[src/rtl/fsm_input_conditioner.sv]
// Input conditioner for control-FSM inputs: each raw channel passes through a
// flop synchronizer and a four-state debounce machine. The result is a clean
// level per channel plus single-cycle rise and fall strobes. All outputs come
// straight from flops, so there is no combinational path from raw_in.
module fsm_input_conditioner #(
    parameter int WIDTH           = 3,
    parameter int SYNC_STAGES     = 2,
    parameter int DEBOUNCE_CYCLES = 4
) (
    input  logic             clock,
    input  logic             reset_n,
    input  logic [WIDTH-1:0] raw_in,
    input  logic             enable,
    output logic [WIDTH-1:0] cond_out,
    output logic [WIDTH-1:0] rise,
    output logic [WIDTH-1:0] fall,
    output logic             changed
);

    localparam int CW = $clog2(DEBOUNCE_CYCLES + 1);

    // The last pending sample that completes a debounce run has cnt == DEBOUNCE_CYCLES-1.
    localparam logic [CW-1:0] DEB_LAST  = CW'(DEBOUNCE_CYCLES - 1);
    localparam logic [CW-1:0] CNT_ZERO  = '0;
    localparam logic [CW-1:0] CNT_ONE   = CW'(1);
    // A single-sample debounce accepts a new level straight from the stable states.
    localparam logic          DEB_ONE   = (DEBOUNCE_CYCLES == 1) ? 1'b1 : 1'b0;

    typedef enum logic [1:0] {
        ST_STABLE_LO = 2'd0,
        ST_PEND_HI   = 2'd1,
        ST_STABLE_HI = 2'd2,
        ST_PEND_LO   = 2'd3
    } deb_state_t;

    logic [WIDTH-1:0] sync_r [SYNC_STAGES];
    logic [WIDTH-1:0] s_s;
    deb_state_t       state_r [WIDTH];
    logic [CW-1:0]    cnt_r   [WIDTH];
    logic [WIDTH-1:0] cond_r;
    logic [WIDTH-1:0] rise_r;
    logic [WIDTH-1:0] fall_r;
    logic             changed_r;
    logic [WIDTH-1:0] accept_hi_s;
    logic [WIDTH-1:0] accept_lo_s;

    assign s_s      = sync_r[SYNC_STAGES-1];
    assign cond_out = cond_r;
    assign rise     = rise_r;
    assign fall     = fall_r;
    assign changed  = changed_r;

    // Synchronizer chain; it always runs, independent of enable.
    always_ff @(posedge clock or negedge reset_n) begin
        if (!reset_n) begin
            for (int k = 0; k < SYNC_STAGES; k++) begin
                sync_r[k] <= '0;
            end
        end else begin
            sync_r[0] <= raw_in;
            for (int k = 1; k < SYNC_STAGES; k++) begin
                sync_r[k] <= sync_r[k-1];
            end
        end
    end

    // Detect the edge on which each channel accepts a new level this cycle.
    always_comb begin
        accept_hi_s = '0;
        accept_lo_s = '0;
        for (int i = 0; i < WIDTH; i++) begin
            if (enable) begin
                case (state_r[i])
                    ST_STABLE_LO: accept_hi_s[i] = s_s[i] & DEB_ONE;
                    ST_PEND_HI:   accept_hi_s[i] = s_s[i] & (cnt_r[i] == DEB_LAST);
                    ST_STABLE_HI: accept_lo_s[i] = ~s_s[i] & DEB_ONE;
                    ST_PEND_LO:   accept_lo_s[i] = ~s_s[i] & (cnt_r[i] == DEB_LAST);
                    default: begin
                        accept_hi_s[i] = 1'b0;
                        accept_lo_s[i] = 1'b0;
                    end
                endcase
            end else begin
                accept_hi_s[i] = 1'b0;
                accept_lo_s[i] = 1'b0;
            end
        end
    end

    // Per-channel debounce FSMs with registered level, strobes and change flag.
    always_ff @(posedge clock or negedge reset_n) begin
        if (!reset_n) begin
            for (int i = 0; i < WIDTH; i++) begin
                state_r[i] <= ST_STABLE_LO;
                cnt_r[i]   <= CNT_ZERO;
            end
            cond_r    <= '0;
            rise_r    <= '0;
            fall_r    <= '0;
            changed_r <= 1'b0;
        end else if (!enable) begin
            // Freeze debounce state; strobes must not linger while gated.
            rise_r    <= '0;
            fall_r    <= '0;
            changed_r <= 1'b0;
        end else begin
            for (int i = 0; i < WIDTH; i++) begin
                case (state_r[i])
                    ST_STABLE_LO: begin
                        if (s_s[i]) begin
                            if (accept_hi_s[i]) begin
                                state_r[i] <= ST_STABLE_HI;
                                cnt_r[i]   <= CNT_ZERO;
                            end else begin
                                state_r[i] <= ST_PEND_HI;
                                cnt_r[i]   <= CNT_ONE;
                            end
                        end
                    end
                    ST_PEND_HI: begin
                        if (!s_s[i]) begin
                            state_r[i] <= ST_STABLE_LO;
                            cnt_r[i]   <= CNT_ZERO;
                        end else if (accept_hi_s[i]) begin
                            state_r[i] <= ST_STABLE_HI;
                            cnt_r[i]   <= CNT_ZERO;
                        end else begin
                            cnt_r[i]   <= cnt_r[i] + CNT_ONE;
                        end
                    end
                    ST_STABLE_HI: begin
                        if (!s_s[i]) begin
                            if (accept_lo_s[i]) begin
                                state_r[i] <= ST_STABLE_LO;
                                cnt_r[i]   <= CNT_ZERO;
                            end else begin
                                state_r[i] <= ST_PEND_LO;
                                cnt_r[i]   <= CNT_ONE;
                            end
                        end
                    end
                    ST_PEND_LO: begin
                        if (s_s[i]) begin
                            state_r[i] <= ST_STABLE_HI;
                            cnt_r[i]   <= CNT_ZERO;
                        end else if (accept_lo_s[i]) begin
                            state_r[i] <= ST_STABLE_LO;
                            cnt_r[i]   <= CNT_ZERO;
                        end else begin
                            cnt_r[i]   <= cnt_r[i] + CNT_ONE;
                        end
                    end
                    default: begin
                        state_r[i] <= ST_STABLE_LO;
                        cnt_r[i]   <= CNT_ZERO;
                    end
                endcase
            end
            cond_r    <= (cond_r | accept_hi_s) & ~accept_lo_s;
            rise_r    <= accept_hi_s;
            fall_r    <= accept_lo_s;
            changed_r <= |(accept_hi_s | accept_lo_s);
        end
    end

endmodule

[config.mk]
export PLATFORM = sky130hd
export DESIGN_NAME = fsm_input_conditioner
export DESIGN_NICKNAME = d
export VERILOG_FILES = /design/src/rtl/fsm_input_conditioner.sv
export SDC_FILE = /design/constraint.sdc
export NUM_CORES = 1
export LEC_CHECK = 0
export CAP_MARGIN = 20
export CORE_MARGIN = 3
export CORE_UTILIZATION = 53
export CTS_CLUSTER_DIAMETER = 60
export CTS_CLUSTER_SIZE = 28
export DETAILED_ROUTE_END_ITERATION = 8
export MAX_ROUTING_LAYER = met4
export PLACE_DENSITY = 0.87
export SETUP_SLACK_MARGIN = 0.05
export SLEW_MARGIN = 0
export SYNTH_ARGS = -nofsm -noshare
export SYNTH_HDL_FRONTEND = slang
export SYNTH_SLANG_ARGS = --single-unit
[constraint.sdc]
create_clock -name clock -period 1.6 [get_ports clock]
set_input_delay 0.32 -clock clock [delete_from_list [all_inputs] [get_ports clock]]
set_output_delay 0.32 -clock clock [all_outputs]
set_load 0.01 [all_outputs]
==> results of run 1 <==
==> power breakdown <==
| part | switching [mW] | total (mW) | internal, mW | leakage [nW] |
|---|---|---|---|---|
| clock network | 0.243 | 0.447 | 0.203 | 0.0341 |
| registers | 0.185 | 1.14 | 0.950 | 0.383 |
| logic | 0.302 | 0.585 | 0.283 | 0.316 |
==> metal layers <==
metal  global-route usage, %  part of all wire (%)  vias up
li1                        -                     -      438
met1                   18.06                    42      427
met2                   28.72                    51       20
met3                   7.193                   5.7        6
met4                   5.903                   1.4        0
met5                       -                     0        -
==> registers in the layout, indices dropped and copies added (netlist names), named ones only <==
name and count:
fall 3, cond_out 3, changed 1, sync_r 3
cnt_r 9, rise 3, s_s 3, state_r 5
==> worst min path at each step <==
stage | startpoint | to
2_1_floorplan | reset_n | async pin
3_3_place_gp | sync_r[3]$_DFF_PN0_ | s_s[0]$_DFF_PN0_
3_5_place_dp | sync_r[5]$_DFF_PN0_ | s_s[2]$_DFF_PN0_
4_1_cts | sync_r[5]$_DFF_PN0_ | s_s[2]$_DFF_PN0_
5_1_grt | sync_r[5]$_DFF_PN0_ | s_s[2]$_DFF_PN0_
6_report | sync_r[5]$_DFF_PN0_ | s_s[2]$_DFF_PN0_
==> cell usage in the layout, fill, tap and decap left out, drive strengths merged <==
master,synthesis,final
a21oi,7,7
a22o,6,6
and3,1,1
buf,2,2
clkbuf,0,6
clkdlybuf4s50,0,11
clkinv,0,1
dfrtp,31,31
dlygate4sd2,0,3
dlymetal6s2s,0,1
ha,6,6
inv,6,6
mux2,3,3
nand2,11,11
nand3,3,3
nand4,2,2
nor2,12,12
nor2b,2,2
nor3,3,3
nor3b,3,3
o21ai,9,9
o221ai,1,1
xnor2,3,3
xor2,3,3
==> per-stage QoR <==
step / utilization (%) / total power [mW] / cells / worst slack (ns) / instance area [sq um]
after floorplan: - / 1.538 / 114 / 0.2849 / 1309
final: 68.28 / 2.167 / 164 / 0.09293 / 1554
after global placement: 65.86 / 1.661 / 157 / 0.1140 / 1499
after detailed placement: 65.86 / 1.724 / 157 / 0.03543 / 1499
after CTS: 68.17 / 2.184 / 164 / 0.07408 / 1551
after global routing: 68.28 / 2.324 / 164 / 0.05050 / 1554
==> logic make-up (layout without fill, tap and decap cells) <==
family	Yosys count	in the layout	synth area share [%]
compound gates	23	23	10.80
fa+ha+maj	6	6	5.736
xor+xnor	6	6	4.016
buf+inv	8	30	3.441
flops	31	31	59.27
mux	3	3	2.581
simple gates	37	37	14.15
==> repair_timing <==
action | 4_1_cts | 5_1_grt
setup buffers | 0 | 0
gates resized for setup | 3 | 1
endpoints found under the setup margin | 3 | 1
==> layout make-up <==
class | instances | area, sq um
Clock buffer | 6 | 51.30
Fill cell | 171 | 721.9
Multi-Input combinational cell | 75 | 488.0
Inverter | 6 | 22.52
Tap cell | 28 | 35.03
Clock inverter | 1 | 5.005
Sequential cell | 31 | 775.7
Timing Repair Buffer | 17 | 176.4
==> results.txt, run 1 <==
* Setup Viol. Count Final: 0
* Top cells by area, synth: sky130_fd_sc_hd__dfrtp_1 (59%), sky130_fd_sc_hd__ha_1 (5.7%), sky130_fd_sc_hd__a22o_1 (4.0%)
* Total die area: 3101 sq um
- Buffer type at the clock tree root: sky130_fd_sc_hd__clkbuf_4
- The worst register-to-register path ends at cond_out[1]$_DFFE_PN0P_.
- Worst slew margin relative to its limit: 75.00%
- Count of distinct cell types in the synthesized netlist: 20
- Critical path capture point type: output pin
* GRT Residual Overflow: 0
- At the worst endpoint, the required time is 1.28 ns.
- Largest net degree at the start of global routing: 32
- Antenna Cells: 0
- Number of nets with antenna violations after routing: 0
- List of most frequent post-synthesis cells: sky130_fd_sc_hd__dfrtp_1 (31), sky130_fd_sc_hd__nor2_1 (12), sky130_fd_sc_hd__nand2_1 (11)
- Clock latency of the later-clocked register in the worst-skew pair: 0.33 ns
- Run status: finished, final reports clean
* H-tree lvl count: 2
- Global-route wire length before repair: 3.967 mm
* Syn Std Cell Area: 1309 sq um
* Hold violation total from the final report: 0
* Static leakage: 0.7334 nW
- Capture point of the critical path: rise[0]
- Number of pins exceeding their max-slew limit in the final report: 0
* Proportion of layout cells with a drive suffix above 1: 11.03%
* Crit path launch: rise[0]$_DFF_PN0_
- Post-synthesis sequential element count: 31
- After detailed routing, the total wire length is 2.260 mm.
- The number of antenna violations at the first check in global routing is 0.
- The congestion estimate from routability-driven global placement came to 0.7998.
- Synthesis produced a netlist with a net count of 126.
- Relative to the synthesized area, the layout overhead comes to 18.74%.
* Detailed-routing iteration count for the pre-antenna-repair pass: 4
- The startpoint identified for the worst register-to-register timing path is cnt_r[3]$_DFFE_PN0P_.
* Post-synth EDFFs: 0
* Clk sinks: 31
- Detailed placement finished with a half-perimeter wire length of 1.570 mm.
* Yosys Warn Count: 0
- Synthesis produced 114 cells.
* Leading area contributor after synthesis: sky130_fd_sc_hd__dfrtp_1
- From bottom edge to top edge, the die measures 55.69 um.
* GR Util All Layers: 17.11%
- After layout, the worst path uses 94.19% of the clock period.
* Max Clock Skew: 0.009099 ns
- Adding up every negative setup slack in the final design gives 0 ns.
- 16 I/O pins were placed.
- The critical path goes through clkdlybuf4s50_1.
- Worst Hold Depth: 0
* Hold-fix buffer count after cts: 0
- For this design the ratio of total power to cell area is 1395 nW/um^2.
- Signal arrival time at the worst endpoint: 1.19 ns
- Setup repair after global routing left no endpoint under its margin.
- The largest single stage delay on the critical path is 0.53 ns.
* Placeable core region: 2276 sq um
- Along the worst path, the maximum fanout reaches 1.
* Net count, final: 148
- Crit. path cell count: 1
- Worst Hold Slack: 0.3544 ns
- The floorplan step set the die width to 55.69 um.
* Slowest library cell on the worst path: sky130_fd_sc_hd__clkdlybuf4s50_1
* Cell depth of the worst flop-to-flop path: 5
- Worst Path Class, Setup: flip-flop to output pin
- Together, buffers and inverters on the worst path number 1.
- Row generation in the floorplan step produced 17 rows.
* Worst Max-Slew Pin Slew: 0.3750 ns
- Hold/Removal Path Class: flip-flop to flip-flop
- Clock-pin transition on the worst setup and hold timing paths: 0.09 ns
- The worst register-to-register path has a setup slack of 0.18 ns.
- The initial utilization of the core area, before any placement, comes to 57.50%.
* Main flop type after synthesis: sky130_fd_sc_hd__dfrtp_1
- For this run, the top clock speed supported by timing is 663.5 MHz.
* Period minus WS final: 1.507 ns
- TritonCTS built the clock tree.
- Sequential elements use 59.27% of the synthesized area.
* Initial detailed-routing violation count: 25
* Maximum Capacitance Violations: 0
- Cell family contributing the most delay on the critical path: buffers and inverters
- In this run, CTS created clock tree buffers numbering 5.
- The average instance in the mapped netlist occupies 11.48 sq um.
- Via count of the first global-routing pass: 907
- Buffer levels on the longest clock path: 2
- For this run, design rule violations remaining after detail routing come to 0.
- Using the TritonRoute via totals, the vias-per-cell ratio works out to 5.433.
- Peak supply drop: 1.014 mV
- Share of flip-flops with an asynchronous set or reset: 100.0%
- Routed vias: 891
- The worst setup path is launched from a flip-flop.
- Input and output buffers added on the ports amount to 15.
* Share of the synthesized area in the top cell type: 59.27%
- After detailed routing, the average wire length per cell comes to 13.78 um.
- Leading cell type by number of instances after synthesis: sky130_fd_sc_hd__dfrtp_1
No activity file was read; power rests on OpenSTA's default activity.
==> run 2, diff against run 1 <==
- SETUP_SLACK_MARGIN: 0.05 -> not set
==> run 2 against run 1 <==
  * Fmax increased by 0.36%
  * Flip-flop and latch count unchanged
  * Non-clock buffer count increased by 1
  * Routed wire length increased by 1.1%
  * Clock power about the same
  * Sequential power about the same
  * Count of clock-buffer cells in the layout unchanged
  * Hold slack about the same
  * Sequential share of layout area decreased by 0.52 points
  * Power about the same
  * Clock skew decreased by 0.0027 ns
  * Largest cell class unchanged
==> results.txt, run 2 (synthesis gave the netlist of run 1 again) <==
- Run status: finished, final reports clean
* Worst-case hold path end point: s_s[2]$_DFF_PN0_
* Largest net degree at the start of global routing: 32
- The tree is rooted in a sky130_fd_sc_hd__clkbuf_4.
- In this run the worst hold path is classified as flip-flop to flip-flop.
- The number of hold violations in the final report came to 0.
- Clock-pin transition on the worst setup and hold timing paths: 0.09 ns
- The internal power of the cells totals 1.438 mW.
- Clock network fraction of design power: 20.5%
- The via count of the first global-routing pass came to 907.
- Clock latency on the worst-skew pair, taken at its later pin, is 0.32 ns.
* Top Ports: 16
- Drc violations: 0
- The number of hold buffers added after CTS was 0.
- Static leakage: 0.7241 nW
- Summing over every cut layer, the via total after detailed routing is 894.
- The kind of cell with the highest combined delay along the critical path is buffers and inverters.
- Register-to-Register Setup Slack: 0.18 ns
- Setup Viol. Count Final: 0
- TritonCTS created 5 clock buffers.
- At the worst endpoint, the arrival time is 1.18 ns.
- Slowest library cell on the worst path: sky130_fd_sc_hd__clkdlybuf4s50_1
* Power per standard cell area: 1381 nW/um^2
* HPWL after DPL: 1.570 mm
- TritonCTS built the clock tree.
- Across every metal layer, demand over resource in global routing totals 17.11%.
* Std-Cell Rows: 17
- Relative area change from synthesis to final layout: 19.98%
* Metal2 WL: 1.166 mm
- Filler cell count: 167
* Post-detailed-route wirelength per cell: 13.85 um
* Worst endpoint required time: 1.28 ns
- In this run the horizontal extent of the chip is 55.69 um.
- Worst Hold Depth: 0
- Period minus WS final: 1.502 ns
* Critical path capture point type: output pin
- Largest register FFs: 9
- Top Registers: cnt_r: 9 flops, state_r: 5 flops
- The number of antenna diodes in the final layout is 0.
* Top library cells by usage in the layout, fill and taps aside: sky130_fd_sc_hd__dfrtp_1 (31), sky130_fd_sc_hd__nor2_1 (12), sky130_fd_sc_hd__clkdlybuf4s50_1 (12), sky130_fd_sc_hd__nand2_1 (11), sky130_fd_sc_hd__a21oi_1 (7)
- Die H: 55.69 um
* Sum of met3 wire segment lengths after detailed routing: 114 um
- Max Clock Skew: 0.006374 ns
* Port Buf Inserts: 15
- Overall power consumption: 2.168 mW
- The detailed router put a total of 970 um of wire on met1.
- Worst Max-Slew Pin Slew: 0.3761 ns
* Combinational group share of total power: 27.1%
- The endpoint identified for the worst register-to-register timing path is cond_out[1]$_DFFE_PN0P_.
- Along the worst path, the maximum fanout reaches 1.
- Number of pins exceeding their max-slew limit in the final report: 0
* Placeable core region: 2276 sq um
- Worst-case setup slack after placement: 0.03543 ns
- Headroom to the max-slew limit came out at 74.93%.
* Slowest Stage Delay on Critical Path: 0.53 ns
- Top layer in use: met4
- The worst hold path begins at sync_r[5]$_DFF_PN0_.
- Traced cell by cell, the critical path runs through clkdlybuf4s50_1.
- Sequential cells account for 52.4% of the total power.
- Antenna violations before repair: 0
- Cell depth of the worst flop-to-flop path: 5
- The library cell used most frequently in the layout, excluding fill and tap cells, is sky130_fd_sc_hd__dfrtp_1.
- Max-cap violations in this run came to 0.
* Vias/cell: 5.418
- In this run the deepest clock path goes through 2 buffers.
- VDD sags by at most 0.9510 mV.
- Total die area: 3101 sq um
- In this run the power spent charging and discharging nets is 729.4 uW.
* Routability cong.: 0.7998
- The number of buffers and inverters on the critical path is 1.
- After layout, the worst setup slack is 0.09835 ns.
- Global routing finished with a remaining overflow of 0.
- Initial Util: 57.50%
- Period utilisation layout: 93.85%
- Global-route wire length before repair: 3.967 mm
- Category of the worst setup path launch point: flip-flop
* Total area of multi-input combinational cells: 488.0 sq um
- FF+latch area: 775.7 sq um
- The worst register-to-register path begins at cnt_r[3]$_DFFE_PN0P_.
- Net count, final: 149
* Worst Path Class, Setup: flip-flop to output pin
- CTS saw 31 sinks.
- Switching Share: 33.65%
* Detailed-routing iteration count for the pre-antenna-repair pass: 4
- Setup TNS after final layout: 0 ns
- RSZ-0062 raised after global routing: no
- Highest clock frequency the design can meet: 665.9 MHz
- Proportion of layout cells with a drive suffix above 1: 11.68%
* Number of nets with antenna violations after routing: 0
* Register ranked first by flip-flop count: cnt_r
* Initial detailed-routing violation count: 13
- Overall routed net length: 2.285 mm
- H-tree lvl count: 2
run 2: changes by cell type in the layout (fill, tap and decap cells not counted):
cell	before	now
sky130_fd_sc_hd__dlymetal6s2s_1	1	3
sky130_fd_sc_hd__buf_4	1	2
sky130_fd_sc_hd__clkdlybuf4s50_1	11	12
sky130_fd_sc_hd__dlygate4sd2_1	3	0
run 2: through the flow:
stage	instances	hold WS (ns)	utilization, %	instance area [sq um]
after floorplan	114	0.02441	-	1309
after global placement	157	0.3338	65.86	1499
after detailed placement	157	0.3379	65.86	1499
after CTS	164	0.3580	68.33	1555
after global routing	165	0.3634	68.99	1570
final	165	0.3545	68.99	1570
run 2: cell type report:
| cell class | instances | share of cell area [%] |
|---|---|---|
| Sequential cell | 31 | 49.40 |
| Multi-Input combinational cell | 75 | 31.08 |
| Timing Repair Buffer | 18 | 12.27 |
| Clock buffer | 6 | 3.267 |
| Tap cell | 28 | 2.231 |
| Inverter | 6 | 1.434 |
| Clock inverter | 1 | 0.3187 |
run 2: timing repair:
| action | 4_1_cts | 5_1_grt |
|---|---|---|
| gates resized for setup | 0 | 3 |
| setup buffers | 0 | 1 |
| endpoints found under the setup margin | 0 | 3 |
run 2: power by group through the flow:
stage / Clock [mW] / Combinational (mW) / Sequential (mW)
after floorplan: 0 / 0.433 / 1.10
after global placement: 0 / 0.537 / 1.12
after detailed placement: 0 / 0.587 / 1.14
after CTS: 0.466 / 0.592 / 1.13
after global routing: 0.492 / 0.673 / 1.16
final: 0.444 / 0.588 / 1.14
run 2: worst max-delay path by stage:
stage | start | to | slack (ns) | cells past startpoint
2_1_floorplan | cnt_r[3]$_DFFE_PN0P_ | cond_out[1]$_DFFE_PN0P_ | 0.28 | 5
3_3_place_gp | enable | cond_out[0]$_DFFE_PN0P_ | 0.11 | 5
3_5_place_dp | enable | cond_out[0]$_DFFE_PN0P_ | 0.04 | 5
4_1_cts | cond_out[0]$_DFFE_PN0P_ | cond_out[0] | 0.005 | 1
5_1_grt | fall[0]$_DFF_PN0_ | fall[0] | 0.04 | 1
6_report | rise[0]$_DFF_PN0_ | rise[0] | 0.1 | 1
run 2: per-layer routing:
| metal | vias to the layer above | track usage (%) |
|---|---|---|
| li1 | 441 | - |
| met1 | 426 | 18.06 |
| met2 | 21 | 28.72 |
| met3 | 6 | 7.193 |
| met4 | 0 | 5.903 |
| met5 | - | - |
